## src/rtl/lcd_write_ctrl.sv

```systemverilog
// HD44780-style LCD write sequencer: one byte per handshake with setup, EN pulse, hold and execution wait.
// Optional macro LCD_INIT_EN adds a power-up delay followed by a fixed init command sequence.
module lcd_write_ctrl #(
  parameter int T_AS_CYC    = 3,
  parameter int T_PW_CYC    = 25,
  parameter int T_H_CYC     = 3,
  parameter int T_EXEC_CYC  = 2000,
  parameter int T_CLR_CYC   = 82000,
  parameter int T_PWRUP_CYC = 750000
) (
  input  logic        clk_i,
  input  logic        rst_ni,
  input  logic        req_valid_i,
  output logic        req_ready_o,
  input  logic        req_rs_i,
  input  logic [7:0]  req_data_i,
  input  logic        lcd_on_i,
  output logic        busy_o,
  output logic [11:0] io_lcd_o
);

  localparam int MAX_0   = (T_AS_CYC > T_PW_CYC) ? T_AS_CYC : T_PW_CYC;
  localparam int MAX_1   = (MAX_0 > T_H_CYC) ? MAX_0 : T_H_CYC;
  localparam int MAX_2   = (MAX_1 > T_EXEC_CYC) ? MAX_1 : T_EXEC_CYC;
  localparam int MAX_3   = (MAX_2 > T_CLR_CYC) ? MAX_2 : T_CLR_CYC;
  localparam int MAX_CYC = (MAX_3 > T_PWRUP_CYC) ? MAX_3 : T_PWRUP_CYC;
  localparam int CNT_W   = $clog2(MAX_CYC + 1);

  localparam logic [CNT_W-1:0] AS_LOAD    = CNT_W'(T_AS_CYC - 1);
  localparam logic [CNT_W-1:0] PW_LOAD    = CNT_W'(T_PW_CYC - 1);
  localparam logic [CNT_W-1:0] H_LOAD     = CNT_W'(T_H_CYC - 1);
  localparam logic [CNT_W-1:0] EXEC_LOAD  = CNT_W'(T_EXEC_CYC - 1);
  localparam logic [CNT_W-1:0] CLR_LOAD   = CNT_W'(T_CLR_CYC - 1);

  typedef enum logic [2:0] {
    S_IDLE, S_SETUP, S_PULSE, S_HOLD, S_WAIT, S_PWRUP
  } state_t;

  // state_q is the observable FSM state for debug and assertion binding.
  state_t           state_q;
  logic [CNT_W-1:0] cnt_q;
  logic             on_q, en_q, rs_q, ready_q, busy_q;
  logic [7:0]       db_q;
  logic             is_clr;

`ifdef LCD_INIT_EN
  localparam logic [CNT_W-1:0] PWRUP_LOAD = CNT_W'(T_PWRUP_CYC - 1);
  localparam state_t           RST_STATE  = S_PWRUP;
  localparam logic [CNT_W-1:0] RST_CNT    = PWRUP_LOAD;

  logic       init_q;
  logic [2:0] init_idx_q;

  function automatic logic [7:0] init_cmd(input logic [2:0] idx);
    case (idx)
      3'd0, 3'd1: init_cmd = 8'h38;
      3'd2:       init_cmd = 8'h0C;
      3'd3:       init_cmd = 8'h01;
      default:    init_cmd = 8'h06;
    endcase
  endfunction
`else
  localparam state_t           RST_STATE  = S_IDLE;
  localparam logic [CNT_W-1:0] RST_CNT    = '0;
`endif

  // Clear Display (01) and Return Home (02/03) are the slow commands; data bytes never are.
  assign is_clr = !rs_q && (db_q == 8'h01 || db_q == 8'h02 || db_q == 8'h03);

  // Handshake: a request is taken at a rising clk_i edge when req_valid_i and
  // req_ready_o are both high; ready is registered and drops at that same edge.
  always_ff @(posedge clk_i or negedge rst_ni) begin
    if (!rst_ni) begin
      state_q <= RST_STATE;
      cnt_q   <= RST_CNT;
      on_q    <= 1'b0;
      en_q    <= 1'b0;
      rs_q    <= 1'b0;
      db_q    <= 8'h00;
      ready_q <= 1'b0;
      busy_q  <= 1'b1;
`ifdef LCD_INIT_EN
      init_q     <= 1'b1;
      init_idx_q <= 3'd0;
`endif
    end else begin
      on_q <= lcd_on_i;
      case (state_q)
        S_IDLE: begin
          if (req_valid_i && ready_q) begin
            rs_q    <= req_rs_i;
            db_q    <= req_data_i;
            ready_q <= 1'b0;
            busy_q  <= 1'b1;
            state_q <= S_SETUP;
            cnt_q   <= AS_LOAD;
          end else begin
            ready_q <= 1'b1;
            busy_q  <= 1'b0;
          end
        end
        S_SETUP: begin
          if (cnt_q == '0) begin
            en_q    <= 1'b1;
            state_q <= S_PULSE;
            cnt_q   <= PW_LOAD;
          end else begin
            cnt_q <= cnt_q - CNT_W'(1);
          end
        end
        S_PULSE: begin
          if (cnt_q == '0) begin
            en_q    <= 1'b0;
            state_q <= S_HOLD;
            cnt_q   <= H_LOAD;
          end else begin
            cnt_q <= cnt_q - CNT_W'(1);
          end
        end
        S_HOLD: begin
          if (cnt_q == '0) begin
            state_q <= S_WAIT;
            cnt_q   <= is_clr ? CLR_LOAD : EXEC_LOAD;
          end else begin
            cnt_q <= cnt_q - CNT_W'(1);
          end
        end
        S_WAIT: begin
          if (cnt_q == '0) begin
`ifdef LCD_INIT_EN
            if (init_q && init_idx_q != 3'd4) begin
              init_idx_q <= init_idx_q + 3'd1;
              rs_q       <= 1'b0;
              db_q       <= init_cmd(init_idx_q + 3'd1);
              state_q    <= S_SETUP;
              cnt_q      <= AS_LOAD;
            end else begin
              init_q  <= 1'b0;
              ready_q <= 1'b1;
              busy_q  <= 1'b0;
              state_q <= S_IDLE;
            end
`else
            ready_q <= 1'b1;
            busy_q  <= 1'b0;
            state_q <= S_IDLE;
`endif
          end else begin
            cnt_q <= cnt_q - CNT_W'(1);
          end
        end
`ifdef LCD_INIT_EN
        S_PWRUP: begin
          if (cnt_q == '0) begin
            rs_q    <= 1'b0;
            db_q    <= init_cmd(3'd0);
            state_q <= S_SETUP;
            cnt_q   <= AS_LOAD;
          end else begin
            cnt_q <= cnt_q - CNT_W'(1);
          end
        end
`endif
        default: state_q <= S_IDLE;
      endcase
    end
  end

  assign req_ready_o = ready_q;
  assign busy_o      = busy_q;
  assign io_lcd_o    = {on_q, en_q, rs_q, 1'b0, db_q};

endmodule

```

## config.mk

```make
export PLATFORM = sky130hd
export DESIGN_NAME = lcd_write_ctrl
export DESIGN_NICKNAME = d
export VERILOG_FILES = /design/src/rtl/lcd_write_ctrl.sv
export SDC_FILE = /design/constraint.sdc
export NUM_CORES = 1
export LEC_CHECK = 0
export ABC_CLOCK_PERIOD_IN_PS = 5900
export CAP_MARGIN = 30
export CORE_MARGIN = 3
export CORE_UTILIZATION = 52
export CTS_CLUSTER_DIAMETER = 60
export DETAILED_ROUTE_END_ITERATION = 6
export GPL_ROUTABILITY_DRIVEN = 0
export PLACE_DENSITY = 0.75
export SYNTH_ARGS = -nofsm -noshare
export SYNTH_HDL_FRONTEND = slang
export SYNTH_SLANG_ARGS = --single-unit
```

## constraint.sdc

```tcl
create_clock -name clk_i -period 5.9 [get_ports clk_i]
set_input_delay 0.59 -clock clk_i [delete_from_list [all_inputs] [get_ports clk_i]]
set_output_delay 0.59 -clock clk_i [all_outputs]
set_load 0.01 [all_outputs]
```

==> flow_metrics.py <==
metrics = {
    "run_status": {
        "status": "completed",
    },
    "floorplan": {
        "die_x_um": 71.2,
        "die_y_um": 71.2,
        "initial_core_util": 0.544,
        "io_pins": 27,
        "die_area_mm2": 0.00506,
        "core_area_mm2": 0.00406,
        "row_count": 23,
    },
    "grt": {
        "grt_util_all_layers": 0.232,
        "grt.overflow.total": 0,
        "grt_max_degree": 37,
        "antenna_found_initial": 0,
        "grt_pass1_wl_um": 9230,
        "grt_pass1_vias": 1894,
    },
    "worst_setup_path": {
        "crit_chain": "nor4_2 > and4_1 > nand2_1 > or4_4 > o311ai_1",
        "cp.arrival_ns": 2.90,
        "rrSetupSlack_ns": 3.20,
        "path_max_fanout": 12,
        "reg2regPathDepth": 5,
        "worstSetupPathType": "flop to flop",
        "critical_path_buf_inv_count": 0,
        "worstPathRequired_ns": 6.09,
        "endpoint_kind": "flop",
        "slowest_stage": "or4_4",
        "crit_path_max_incr_delay_ns": 0.65,
        "cp-start-kind": "flop",
        "cp.depth": 5,
        "cp_top_family": "simple AND/OR/NAND/NOR gates",
    },
    "clock_tree": {
        "cts_tree": "built",
        "h-tree-depth": 2,
        "postCtsHoldBufs": 0,
        "postCtsResizedCells": 0,
        "cts.path.max_buffers": 2,
        "clock_latency_ns": 0.29,
        "cts_inserted_buffers": 5,
        "clkSlewWorstSetupHoldPaths_ns": 0.07,
        "cts_setup_buffers": 0,
        "numClockSinks": 36,
        "cts_root_buffer": "clkbuf_8",
    },
    "drt": {
        "dr.pass1.iters": 5,
        "remaining_drc_errors": 0,
        "post_drt_wl_per_cell_um": 16.9,
        "wl_um": 5530,
        "first_iter_violations": 144,
        "ant_nets": 0,
        "drt-vias-per-instance": 6.34,
        "via_count": 2072,
    },
    "final_layout": {
        "multiInputGateArea_mm2": 0.00119,
        "drive_above_1_share": 0.0866,
        "syn2layout_area_growth_pct": 14.2,
        "seqCellArea_um2": 902,
        "fill_cells": 361,
        "n_antenna_cell": 0,
        "fin_nets": 291,
        "fin_util": 0.622,
        "instances_no_fill": 327,
        "final_area_mm2": 0.00252,
    },
    "yosys": {
        "synth_cell_types": 56,
        "synthArstFlopShare": 1.00,
        "synth.area.top_cells": "dfrtp_1, nand2_1, o21ai_0, nand3_1, a21oi_1",
        "synthFlopType": "dfrtp_1",
        "synth.most_common_cell": "nand2_1",
        "synth_top_cell_by_area": "dfrtp_1",
        "ys_seq_elements": 36,
        "syn_area_per_cell_um2": 8.46,
        "syn_area_mm2": 0.00221,
        "synth-edff-count": 0,
        "yosysTopAreaCellShare": 0.397,
        "syn_nets": 276,
        "yosys_warnings": 0,
        "synth_cells": 261,
        "synthTopCellsByCount": "nand2_1, dfrtp_1, o21ai_0",
        "ys_seq_area_frac": 0.408,
    },
    "sta": {
        "fin_setup_tns_ns": 0,
        "period_minus_slack_ns": 2.70,
        "fmax_ghz": 0.370,
        "skew_ns": 0.00319,
        "setup_viol": 0,
        "worst_hold_slack_ns": 0.384,
        "rsz0062_at_grt": "no",
        "fin_crit_sh": 0.458,
        "hold_violations": 0,
        "relSlewSlack": 0.364,
        "final_max_slew_viol_count": 0,
        "fin_ws_ns": 3.20,
        "worst_slew_pin_slew_ns": 0.947,
    },
    "placed_design": {
        "placed_cells": 319,
        "dp_hpwl_um": 3840,
        "place_area_mm2": 0.00243,
        "post-place-ws_ns": 3.30,
        "io_buffers": 25,
    },
    "pwr": {
        "p_leak_nw": 1.01,
        "finalPower_uw": 1000,
        "ir_drop_uv": 198,
        "p_per_area_mw_per_mm2": 396,
    },
    "run": {
        "cap_violations": 0,
    },
    "min_path": {
        "hold_class": "primary input to async pin",
    },
}
per-layer routing:
layer / up-vias / track usage / wire length (µm)
met5: - / 0 / 0
met4: 0 / 0.0856 / 75
met3: 8 / 0.0526 / 318
met2: 57 / 0.322 / 2530
met1: 1010 / 0.351 / 2600
li1: 997 / - / -
registers in the layout, summed over array words and instances (netlist names):
register     cells
state_q          3
busy_o           1
on_q             1
rs_q             1
req_ready_o      1
db_q             8
cnt_q           20
en_q             1
area by class of cell:
cell class	instances	share of cell area
Timing Repair Buffer	25	0.0972
Inverter	7	0.0104
Clock inverter	2	0.00397
Multi-Input combinational cell	201	0.473
Clock buffer	6	0.0327
Tap cell	50	0.0248
Sequential cell	36	0.358
where the power goes:
part	internal [mW]	switching [mW]	leakage, nW	total [mW]
combinational	0.183	0.172	0.518	0.355
clock	0.0932	0.0911	0.0510	0.184
sequential	0.343	0.117	0.443	0.460
final timing paths:
path | startpoint | to
worst max register to register | cnt_q[12] | cnt_q[10]
worst min register to register | busy_o | busy_o
worst min-delay path | rst_ni | cnt_q[19]
max in group asynchronous | rst_ni | cnt_q[1]
min in group clk_i | busy_o | busy_o
worst max-delay path | cnt_q[12] | cnt_q[10]
layout by cell type (no fill, tap or decap), types with 3 or more instances in the layout:
master            n
nand2b_1          4
o21ai_0          19
a21oi_1          11
or4_1             5
nor3_1           10
nand4_1           3
nand3_1          14
inv_1             7
nand2_1          42
o31ai_1           5
clkbuf_8          6
a31oi_1           4
or3_1             6
dfrtp_1          35
or2_2             3
clkdlybuf4s50_1  24
o211ai_1          6
or4_4             3
a211oi_1          5
nor4_1            7
nor2_1           13
cells by family (layout without fill, tap and decap cells):
family                   Yosys count  in the layout  share of synthesized area
adder cells (fa/ha/maj)            2              2                     0.0113
XOR/XNOR                           3              3                     0.0119
AND/OR/NAND/NOR                  124            124                      0.297
multiplexers                       1              1                    0.00510
AO/OA/AOI/OAI                     70             70                      0.213
other                              1              1                    0.00170
buffers and inverters             24             40                     0.0510
flip-flops                        36             36                      0.409
(Power assumes the default switching activity.)
